--- config.mk ---
export PLATFORM = sky130hd
export DESIGN_NAME = sr_ff_bank_arbiter
export DESIGN_NICKNAME = d
export VERILOG_FILES = /design/src/rtl/sr_ff_bank_arbiter.sv
export SDC_FILE = /design/constraint.sdc
export NUM_CORES = 1
export LEC_CHECK = 0
export CAP_MARGIN = 20
export CORE_ASPECT_RATIO = 0.5
export CORE_UTILIZATION = 44
export DETAILED_ROUTE_END_ITERATION = 12
export GPL_ROUTABILITY_DRIVEN = 0
export HOLD_SLACK_MARGIN = 0.05
export PLACE_DENSITY = 0.78
export SLEW_MARGIN = 10
export SYNTH_ARGS = -nofsm -noshare
export SYNTH_HDL_FRONTEND = slang
export SYNTH_SLANG_ARGS = --single-unit
--- constraint.sdc ---
create_clock -name clk -period 3.14 [get_ports clk]
set_input_delay 0.471 -clock clk [delete_from_list [all_inputs] [get_ports clk]]
set_output_delay 0.471 -clock clk [all_outputs]
set_load 0.01 [all_outputs]
--- src/rtl/sr_ff_bank_arbiter.sv ---
// Round-robin arbiter sharing one bank of SR flip-flops between NREQ requesters.
// Optional SR_CONFLICT_CNT_EN adds a saturating 8-bit count of conflicting commands.
module sr_ff_bank_arbiter #(
  parameter int NREQ     = 4,
  parameter int WIDTH    = 8,
  parameter int HOLD_CYC = 2
) (
  input  logic                  clk,
  input  logic                  rst,
  input  logic [NREQ-1:0]       req_valid,
  input  logic [NREQ*WIDTH-1:0] req_set,
  input  logic [NREQ*WIDTH-1:0] req_clr,
  output logic [NREQ-1:0]       req_ready,
  output logic [NREQ-1:0]       req_done,
  output logic [WIDTH-1:0]      s_out,
  output logic [WIDTH-1:0]      r_out,
  input  logic [WIDTH-1:0]      q_in,
  output logic                  busy,
  output logic                  err
`ifdef SR_CONFLICT_CNT_EN
  ,
  output logic [7:0]            conflict_cnt
`endif
);

  localparam int IW = (NREQ > 1) ? $clog2(NREQ) : 1;
  localparam int HW = (HOLD_CYC > 1) ? $clog2(HOLD_CYC) : 1;
  localparam logic [HW-1:0] HOLD_LAST = HW'(HOLD_CYC - 1);

  typedef enum logic [1:0] {IDLE, DRIVE, CHECK} state_t;

  state_t          state, state_n;
  logic [HW-1:0]   hold_cnt;
  logic [IW-1:0]   rr_ptr;
  logic [IW-1:0]   g_idx;
  logic            conf_any;
  logic [WIDTH-1:0] set_eff, clr_eff;

  logic            gnt_found;
  logic [IW-1:0]   gnt_idx;
  logic [WIDTH-1:0] sel_set, sel_clr, sel_conf;
  logic            mismatch;

  // Round-robin search starting just after the last granted requester
  always_comb begin
    int cand;
    gnt_found = 1'b0;
    gnt_idx   = '0;
    cand      = 0;
    for (int k = 1; k <= NREQ; k++) begin
      cand = (int'(rr_ptr) + k) % NREQ;
      if (!gnt_found && req_valid[IW'(cand)]) begin
        gnt_found = 1'b1;
        gnt_idx   = IW'(cand);
      end
    end
  end

  assign sel_set  = req_set[int'(gnt_idx)*WIDTH +: WIDTH];
  assign sel_clr  = req_clr[int'(gnt_idx)*WIDTH +: WIDTH];
  assign sel_conf = sel_set & sel_clr;
  assign mismatch = (|(set_eff & ~q_in)) | (|(clr_eff & q_in));

  // State register, hold counter and round-robin pointer
  always_ff @(posedge clk or posedge rst) begin
    if (rst) begin
      state    <= IDLE;
      hold_cnt <= '0;
      rr_ptr   <= IW'(NREQ - 1);
      g_idx    <= '0;
    end else begin
      state <= state_n;
      if (state == DRIVE && hold_cnt != HOLD_LAST)
        hold_cnt <= hold_cnt + 1'b1;
      else
        hold_cnt <= '0;
      if (state == IDLE && gnt_found)
        g_idx <= gnt_idx;
      if (state == CHECK)
        rr_ptr <= g_idx;
    end
  end

  always_comb begin
    state_n = state;
    case (state)
      IDLE:    if (gnt_found) state_n = DRIVE;
      DRIVE:   if (hold_cnt == HOLD_LAST) state_n = CHECK;
      CHECK:   state_n = IDLE;
      default: state_n = IDLE;
    endcase
  end

  // Command masks are captured at accept; conflicting bits are dropped from both drives
  always_ff @(posedge clk) begin
    if (state == IDLE && gnt_found) begin
      set_eff  <= sel_set & ~sel_conf;
      clr_eff  <= sel_clr & ~sel_conf;
      conf_any <= |sel_conf;
    end
  end

  always_ff @(posedge clk or posedge rst) begin
    if (rst) begin
      s_out <= '0;
      r_out <= '0;
    end else if (state_n == DRIVE) begin
      if (state == IDLE) begin
        s_out <= sel_set & ~sel_conf;
        r_out <= sel_clr & ~sel_conf;
      end
    end else begin
      s_out <= '0;
      r_out <= '0;
    end
  end

`ifdef SR_CONFLICT_CNT_EN
  always_ff @(posedge clk or posedge rst) begin
    if (rst)
      conflict_cnt <= '0;
    else if (state == CHECK && conf_any && conflict_cnt != 8'hFF)
      conflict_cnt <= conflict_cnt + 8'd1;
  end
`endif

  // Ready is combinational from IDLE, so it is also masked while reset is held
  always_comb begin
    req_ready = '0;
    req_done  = '0;
    busy      = 1'b0;
    err       = 1'b0;
    case (state)
      IDLE: begin
        if (gnt_found && !rst)
          req_ready = NREQ'(1) << gnt_idx;
      end
      DRIVE: busy = 1'b1;
      CHECK: begin
        busy     = 1'b1;
        req_done = NREQ'(1) << g_idx;
        err      = conf_any | mismatch;
      end
      default: ;
    endcase
  end

endmodule

Word level (Yosys, flattened, before mapping)
Index checks and enable logic that the tools add are counted.

storage, ports and cells
  bits in registers = 40
  input bits = 78
  output and inout bits = 26
  logic and storage cells = 84

cells by class
  add/subtract/negate cells = 5
  order comparisons = 4
  eq/ne operators = 4
  shifts and indexed selects = 4
  muxes and demuxes = 33
  bitwise gates (word level) = 10
  reduce and logical (&&, ||, !) cells = 15

operators with widths
  operator             count
  $shiftx 32x6->8      2
  $and 8x8->8          5
  $mux 8               4
  $reduce_or 8->1      3
  $lt 2x4->1 const B   4
  $not 8->8            2
  $mux 1               15
  $mux 2               6
  $mux 4               3
  $bmux 1 s2           4
  $shl 1x2->4 const A  2
  $logic_and 1x1->1    6
  $add 2x1->2 const B  2
  $add 2x2->2 const B  2
  $eq 2x1->1 const B   2
  $logic_not 1->1      4
  $pmux 2 s2           1
  $eq 2x2->1 const B   1
  $logic_not 2->1      1
  $ne 2x2->1 const B   1
  $or 1x1->1           2
  $reduce_or 2->1      1
  $add 1x1->1 const B  1
  $not 1->1            1

Logic depth before layout (Yosys ltp)
Gate-level depths: netlist of run 1.

  word-level depth = 20
  gate-level depth with buffers = 9

Worst setup path before layout of run 1
Ideal clock, no wire load.

  path type = input to register
  start point = input req_valid[0]
  end point = register conf_any, data pin
  library setup time = 272 ps
  arrival = 2108 ps
  required time = 2868 ps
  slack = 761 ps
  stages = 8
  buffers on the path = 2
  cell sequence = buf_6 o21a_4 a211oi_4 buf_6 o311ai_0 o2111ai_1 o22ai_1 or4_1

between the ends
  word-level cells in the longest chain between the ends = 16

ends and longest elaborated chain
  what                                        line    RTL
  start, declared                             10      input logic [NREQ-1:0] req_valid,
  $bmux 1 s2                                  52      if (!gnt_found && req_valid[IW'(cand)]) begin
  $mux 1 (not written as such) (2 in series)  52
  $mux 1                                      52
  $logic_not 1->1                             52
  $logic_and 1x1->1                           52
  $mux 1                                      52
  $logic_not 1->1                             52
  $logic_and 1x1->1                           52
  $mux 1                                      52
  $logic_not 1->1                             52
  $logic_and 1x1->1                           52
  $mux 2 (*)                                  52
  $shiftx 32x6->8, on equally long branches   59, 60
  $and 8x8->8 (*)                             61      assign sel_conf = sel_set & sel_clr;
  $reduce_or 8->1 (*)                         99      conf_any <= |sel_conf;
  end signal, assigned                        99
  end, declared                               36      logic conf_any;

Every way passes the cells marked *; elsewhere a longest branch is shown, timed or not. The select of a mux whose other input is x is not followed.
A chain may end at the register's enable or synchronous reset.

Worst setup path after layout of run 1
  start point = input req_valid[3]
  end point = output req_ready[3]

between the ends
  word-level cells in the longest chain between the ends = 16

ends and longest elaborated chain
  what                                              line      RTL
  $bmux 1 s2                                        52
  $mux 1 (not written as such) (2 in series)        52
  $mux 1                                            52
  $logic_not 1->1                                   52
  $logic_and 1x1->1                                 52
  $mux 1                                            52
  $logic_not 1->1                                   52
  $logic_and 1x1->1                                 52
  $mux 1                                            52
  $logic_not 1->1                                   52
  $logic_and 1x1->1                                 52
  $mux 2 or $mux 1 (tied branches)                  52
  $shl 1x2->4 or $logic_and 1x1->1 (tied branches)  136, 135
  $mux 4 (*)                                        135       if (gnt_found && !rst)
  $mux 4 (*)                                        133       case (state)
  end, declared                                     13        output logic [NREQ-1:0] req_ready,

Marks and branches as above.

==> results.toml, run 1 <==
[clock_network]
root_buffer = "clkbuf_16"
clock_path_buffers = 2
cts_setup_buffers = 0
cts.htree.levels = 2
cts_buffers = 5
clock_sink_count = 40
clkTransAtPathRegs_ns = 0.06
clkLatencyLatePin_ns = 0.29
cts_tree = "yes"

[timing]
fmax_mhz = 331
slew_headroom_pct = 50.6
fin_tns_setup_ns = 0
finalHoldViolCount = 0
fin_ws_ns = 0.115
fin_skew_ns = 0.00543
min_period_over_period_pct = 96.3
maxSlewViolCount = 0
worst_pin_slew_ns = 0.732
setup_viol = 0
post-route-min-period_ns = 3.02
timing.hold.ws_ns = 0.481
rsz0062_at_grt = "no"

[layout]
final_cell_mix = "102 x clkdlybuf4s50_1, 23 x inv_1, 21 x dfrtp_1, 21 x buf_4, 18 x nand2_1"
layout.cells.most_common = "clkdlybuf4s50_1"
fin_nets = 450
drive_above_1_share_pct = 12.4
syn2layout_area_growth_pct = 50.9
stdcell_count = 443
antennaDiodeCount = 0
fillers = 440

[routing]
vias = 2581
antenna_left = 0
drtPass1Iterations = 8
drt_wl_total_mm = 8.03
viasPerCell = 5.83
drtIter0Drc = 149
drc = 2
wl_per_cell_um = 18.1

[yosys]
ys_types = 52
syn_area_per_cell_um2 = 10.4
synth-edff-count = 17
async_flop_share_pct = 57.5
syn_area_um2 = 2620
syn-num-nets = 334
yosysWarnings = 0
ys_seq_area_share_pct = 41.5
ys_ff_latch = 40
syn_inst = 253
dominantRegCellSynth = "dfrtp_1"

[floorplan]
fp.dieH_um = 56.6
rows = 19
start_util_pct = 46.7
die_area_um2 = 6290
fp.coreArea_um2 = 5610
die_w_um = 111
io_pins = 104

[grt]
grt_max_degree = 24
antenna_found_initial = 0
grt_pass1_vias = 2615
grt_pass1_wl_mm = 12.5
gr-total-overflow = 0
grt.total_usage_pct = 25.9

[setup_path]
cp_slowest_stage_delay_ns = 0.64
cp-start-kind = "primary input"
cp_max_fo = 17
critPathArrivalTime_ns = 2.55
cp-end-kind = "output pin"
path_cells = "clkdlybuf4s50_1 -> nand2b_4 -> a21oi_4 -> nor3_1 -> nor3_1 -> clkdlybuf4s50_1"
crit_type = "primary input to output pin"
crit_slowest_cell = "clkdlybuf4s50_1"
cp_data_required_time_ns = 2.67

[place]
dp_hpwl_mm = 6.10
port_buffers = 103
place_inst = 435
dp_worst_setup_slack_ns = -0.0766

[power]
finalPower_w = 0.00307
p_leak_nw = 1.58
power-per-cell-area_nw_per_um2 = 776
irDropWorstVdd_v = 0.000425

[outcome]
violations = "design-rule violations"
outcome = "complete, but fails checks"

[run]
cap_viol_max_count = 0

[worst_hold_path]
hold_class = "flop to flop"
## synthesized netlist by cell type, types with 8 or more instances
library cell / number / area [um^2]
inv_1: 23 / 86.3
dfrtp_1: 21 / 526
nand2_1: 18 / 67.6
edfxtp_1: 17 / 510
a22o_1: 16 / 140
o2111ai_1: 16 / 140
o311ai_0: 15 / 131
nor2_1: 13 / 48.8
nand2b_1: 9 / 56.3
o2111a_1: 9 / 101
and2_1: 8 / 50.1
nand3_1: 8 / 40.0
nand3b_1: 8 / 60.1
## area by class of cell
type	instances	area, um^2	area share [%]
Sequential cell	40	1090	27.5
Inverter	23	86.3	2.18
Clock buffer	5	125	3.16
Clock inverter	3	42.5	1.08
Tap cell	73	91.3	2.31
Multi-Input combinational cell	175	1330	33.6
Timing Repair Buffer	124	1190	30.1
## sequential cells by signal, indices dropped and copies added, names as in the netlist
signal and count:
set_eff 8, g_idx 2, clr_eff 8, rr_ptr 2, r_out 8, conf_any 1, hold_cnt 1, s_out 8
state 2
## cells by family after synthesis
| kind of cell | synth area share [%] |
|---|---|
| and+or+nand+nor | 18.3 |
| buffers and inverters | 8.21 |
| DFF | 41.5 |
| adders and majority gates | 1.43 |
| AOI/OAI and AO/OA | 27.9 |
| muxes | 2.72 |
## timing repair
| item | 4_1_cts | 5_1_grt |
|---|---|---|
| endpoints found under the hold margin | 0 | 0 |
| endpoints found under the setup margin | 0 | 1 |
| hold buffers | 0 | 0 |
| resized for setup | 0 | 2 |
## worst paths after layout
| kind | slack, ns | cells after the start | to | startpoint |
|---|---|---|---|---|
| hold / removal | 0.48 | 1 | hold_cnt | hold_cnt |
| max in group asynchronous | 2.18 | 3 | rr_ptr[0] | rst |
| min in group asynchronous | 0.67 | 3 | r_out[2] | rst |
| hold reg to reg | 0.48 | 1 | hold_cnt | hold_cnt |
| setup / recovery | 0.12 | 6 | req_ready[3] | req_valid[3] |
| setup reg to reg | 0.30 | 6 | conf_any | rr_ptr[0] |
## power breakdown
group,internal [W],leakage [nW],switching [W]
clock network,0.000373,0.0798,0.000204
logic,0.000718,1.04,0.000808
registers,0.000828,0.466,0.000141
total,0.00192,1.58,0.00115
## per-layer routing
metal	vias up	global-route usage [%]	part of all wire [%]
li1	1219	-	-
met2	112	43.4	48
met3	8	6.91	8.8
met1	1242	33.5	43
met4	0	6.76	0.87
met5	-	0	0
## critical path, delay by kind of cell
| kind | cells | cell delay, ns |
|---|---|---|
| AO/OA/AOI/OAI | 1 | 0.38 |
| AND/OR/NAND/NOR | 3 | 0.50 |
| buffers and inverters | 2 | 1.20 |
## through the flow
step | instance area (um^2) | util [%]
finish | 3960 | 70.5
global route | 3960 | 70.5
CTS | 3950 | 70.4
detailed placement | 3780 | 67.4
global placement | 3780 | 67.4
floorplan | 2620 | -
Power figures use the tool's default switching activity.
==> run 2, diff against run 1 <==
CTS_CLUSTER_SIZE = 20   (was unset)
RECOVER_POWER = 50   (was unset)
==> run 2 against run 1 <==
Against the previous run: the run still ends with design-rule violations left; clock power about the same; fmax shrank 0.85%; routed wire length up 0.24%; flip-flop and latch count unchanged; non-clock buffer count is the same; combinational power is 3% lower; final cell count unchanged; clock-buffer cell count unchanged; critical path type unchanged; clock skew grew 0.00052 ns; critical endpoint unchanged.
==> results.toml, run 2 (same netlist as run 1, synthesis figures left out) <==
[floorplan]
die_w_um = 111
fp.coreArea_um2 = 5610
start_util_pct = 46.7
die_area_um2 = 6290
fp.dieH_um = 56.6
io_pins = 104
rows = 19

[outcome]
outcome = "complete, but fails checks"
violations = "design-rule violations"

[timing]
maxSlewViolCount = 0
fin_tns_setup_ns = 0
min_period_over_period_pct = 97.2
finalHoldViolCount = 0
rsz0062_at_grt = "no"
worst_pin_slew_ns = 1.25
slew_headroom_pct = 16.9
post-route-min-period_ns = 3.05
fin_skew_ns = 0.00595
fin_ws_ns = 0.0893
fmax_mhz = 328
setup_viol = 0

[clock_network]
clkLatencyLatePin_ns = 0.29
clkTransAtPathRegs_ns = 0.06
root_buffer = "clkbuf_16"
clock_sink_count = 40
cts_tree = "yes"
holdBufCountCts = 0
cts_resized = 0
cts_buffers = 5
cts_setup_buffers = 0
clock_path_buffers = 2
cts.htree.levels = 2

[layout]
drive_above_1_share_pct = 11.4
layout.cells.most_common = "clkdlybuf4s50_1"
fillers = 445
final_util_pct = 70.3
final_cell_mix = "85 x clkdlybuf4s50_1, 23 x inv_1, 21 x dfrtp_1"
syn2layout_area_growth_pct = 50.4
finalInstanceArea_um2 = 3950
antennaDiodeCount = 0
fin_nets = 450

[setup_path]
path_cells = "clkdlybuf4s50_1 -> nand2b_4 -> a21oi_4 -> nor3_1 -> nor3_1 -> clkdlybuf4s50_1"
cp_slowest_stage_delay_ns = 0.64
r2r-start = "rr_ptr[0]"
cp_max_fo = 17
cp_data_required_time_ns = 2.67
crit_slowest_cell = "clkdlybuf4s50_1"
rr_worst_depth = 6
r2r_end = "conf_any"
crit_type = "primary input to output pin"
r2r_slack_ns = 0.34
critPathArrivalTime_ns = 2.58
cp-end-kind = "output pin"
cp-start-kind = "primary input"

[power]
p_leak_nw = 1.62
power-per-cell-area_nw_per_um2 = 768
irDropWorstVdd_v = 0.000422

[routing]
antenna_left = 0
vias = 2573
drtIter0Drc = 134
drc = 2
wl_per_cell_um = 18.2
drtPass1Iterations = 9
drt_wl_total_mm = 8.05
viasPerCell = 5.81

[grt]
antenna_found_initial = 0
grt_pass1_vias = 2615
grt.total_usage_pct = 25.9
gr-total-overflow = 0
grt_max_degree = 24
grt_pass1_wl_mm = 12.5

[worst_hold_path]
holdPathStages = 1
hold_class = "flop to flop"
min_to = "hold_cnt"
hp-start = "hold_cnt"

[place]
dp_hpwl_mm = 6.10
port_buffers = 103
dp_worst_setup_slack_ns = -0.0766
placed_cell_area_um2 = 3780

[run]
cap_viol_max_count = 0
==> run 2: cell types whose count changed in the layout (fill, tap and decap cells not counted) <==
cell             change
buf_4                -3
clkbuf_1             +3
clkdlybuf4s50_1     -17
dlygate4sd3_1       +17
mux2_1               +1
mux2_2               -1
==> run 2: where the power goes <==
part / internal (W) / leakage, nW / switching, W
Sequential: 0.000830 / 0.466 / 0.000140
Combinational: 0.000677 / 1.08 / 0.000805
Clock: 0.000373 / 0.0798 / 0.000206
Total: 0.00188 / 1.62 / 0.00115
==> run 2: cell type report <==
| type | instances | area [um^2] | area share, % |
|---|---|---|---|
| sequential | 40 | 1090 | 27.6 |
| multi-input combinational | 175 | 1330 | 33.7 |
| clock inverter | 3 | 42.5 | 1.08 |
| inverter | 23 | 86.3 | 2.19 |
| clock buffer | 5 | 125 | 3.17 |
| timing repair buffer | 124 | 1180 | 29.9 |
| tap | 73 | 91.3 | 2.32 |
==> run 2: worst max-delay path by stage <==
stage | start | endpoint | slack [ns]
after global routing | req_valid[3] | req_ready[3] | 0.009
after CTS | req_valid[0] | req_ready[3] | 0.02
after global placement | req_valid[0] | conf_any | 0.009
final | req_valid[3] | req_ready[3] | 0.09
after detailed placement | req_valid[0] | conf_any | -0.08
after floorplan | req_valid[0] | conf_any | 0.76
==> run 2: critical path: cells and delay by family <==
family / cells / cell delay (ns)
buffers and inverters: 2 / 1.20
and+or+nand+nor: 3 / 0.50
AOI/OAI and AO/OA: 1 / 0.39
==> run 2: layer usage <==
layer / up-vias / routed length, um / track usage (%) / share of wire [%]
met5: - / 0 / 0 / 0
met4: 0 / 60 / 6.76 / 0.75
met3: 7 / 647 / 6.91 / 8.0
met2: 120 / 3800 / 43.4 / 47
met1: 1230 / 3540 / 33.5 / 44
li1: 1216 / - / - / -
==> run 2: stage by stage <==
| stage | hold WS [ns] | power [W] | std cells |
|---|---|---|---|
| 2_1_floorplan | 0.418 | 0.00185 | 253 |
| 3_3_place_gp | 0.440 | 0.00240 | 435 |
| 3_5_place_dp | 0.451 | 0.00246 | 435 |
| 4_1_cts | 0.471 | 0.00305 | 443 |
| 5_1_grt | 0.501 | 0.00320 | 443 |
| 6_report | 0.481 | 0.00303 | 443 |
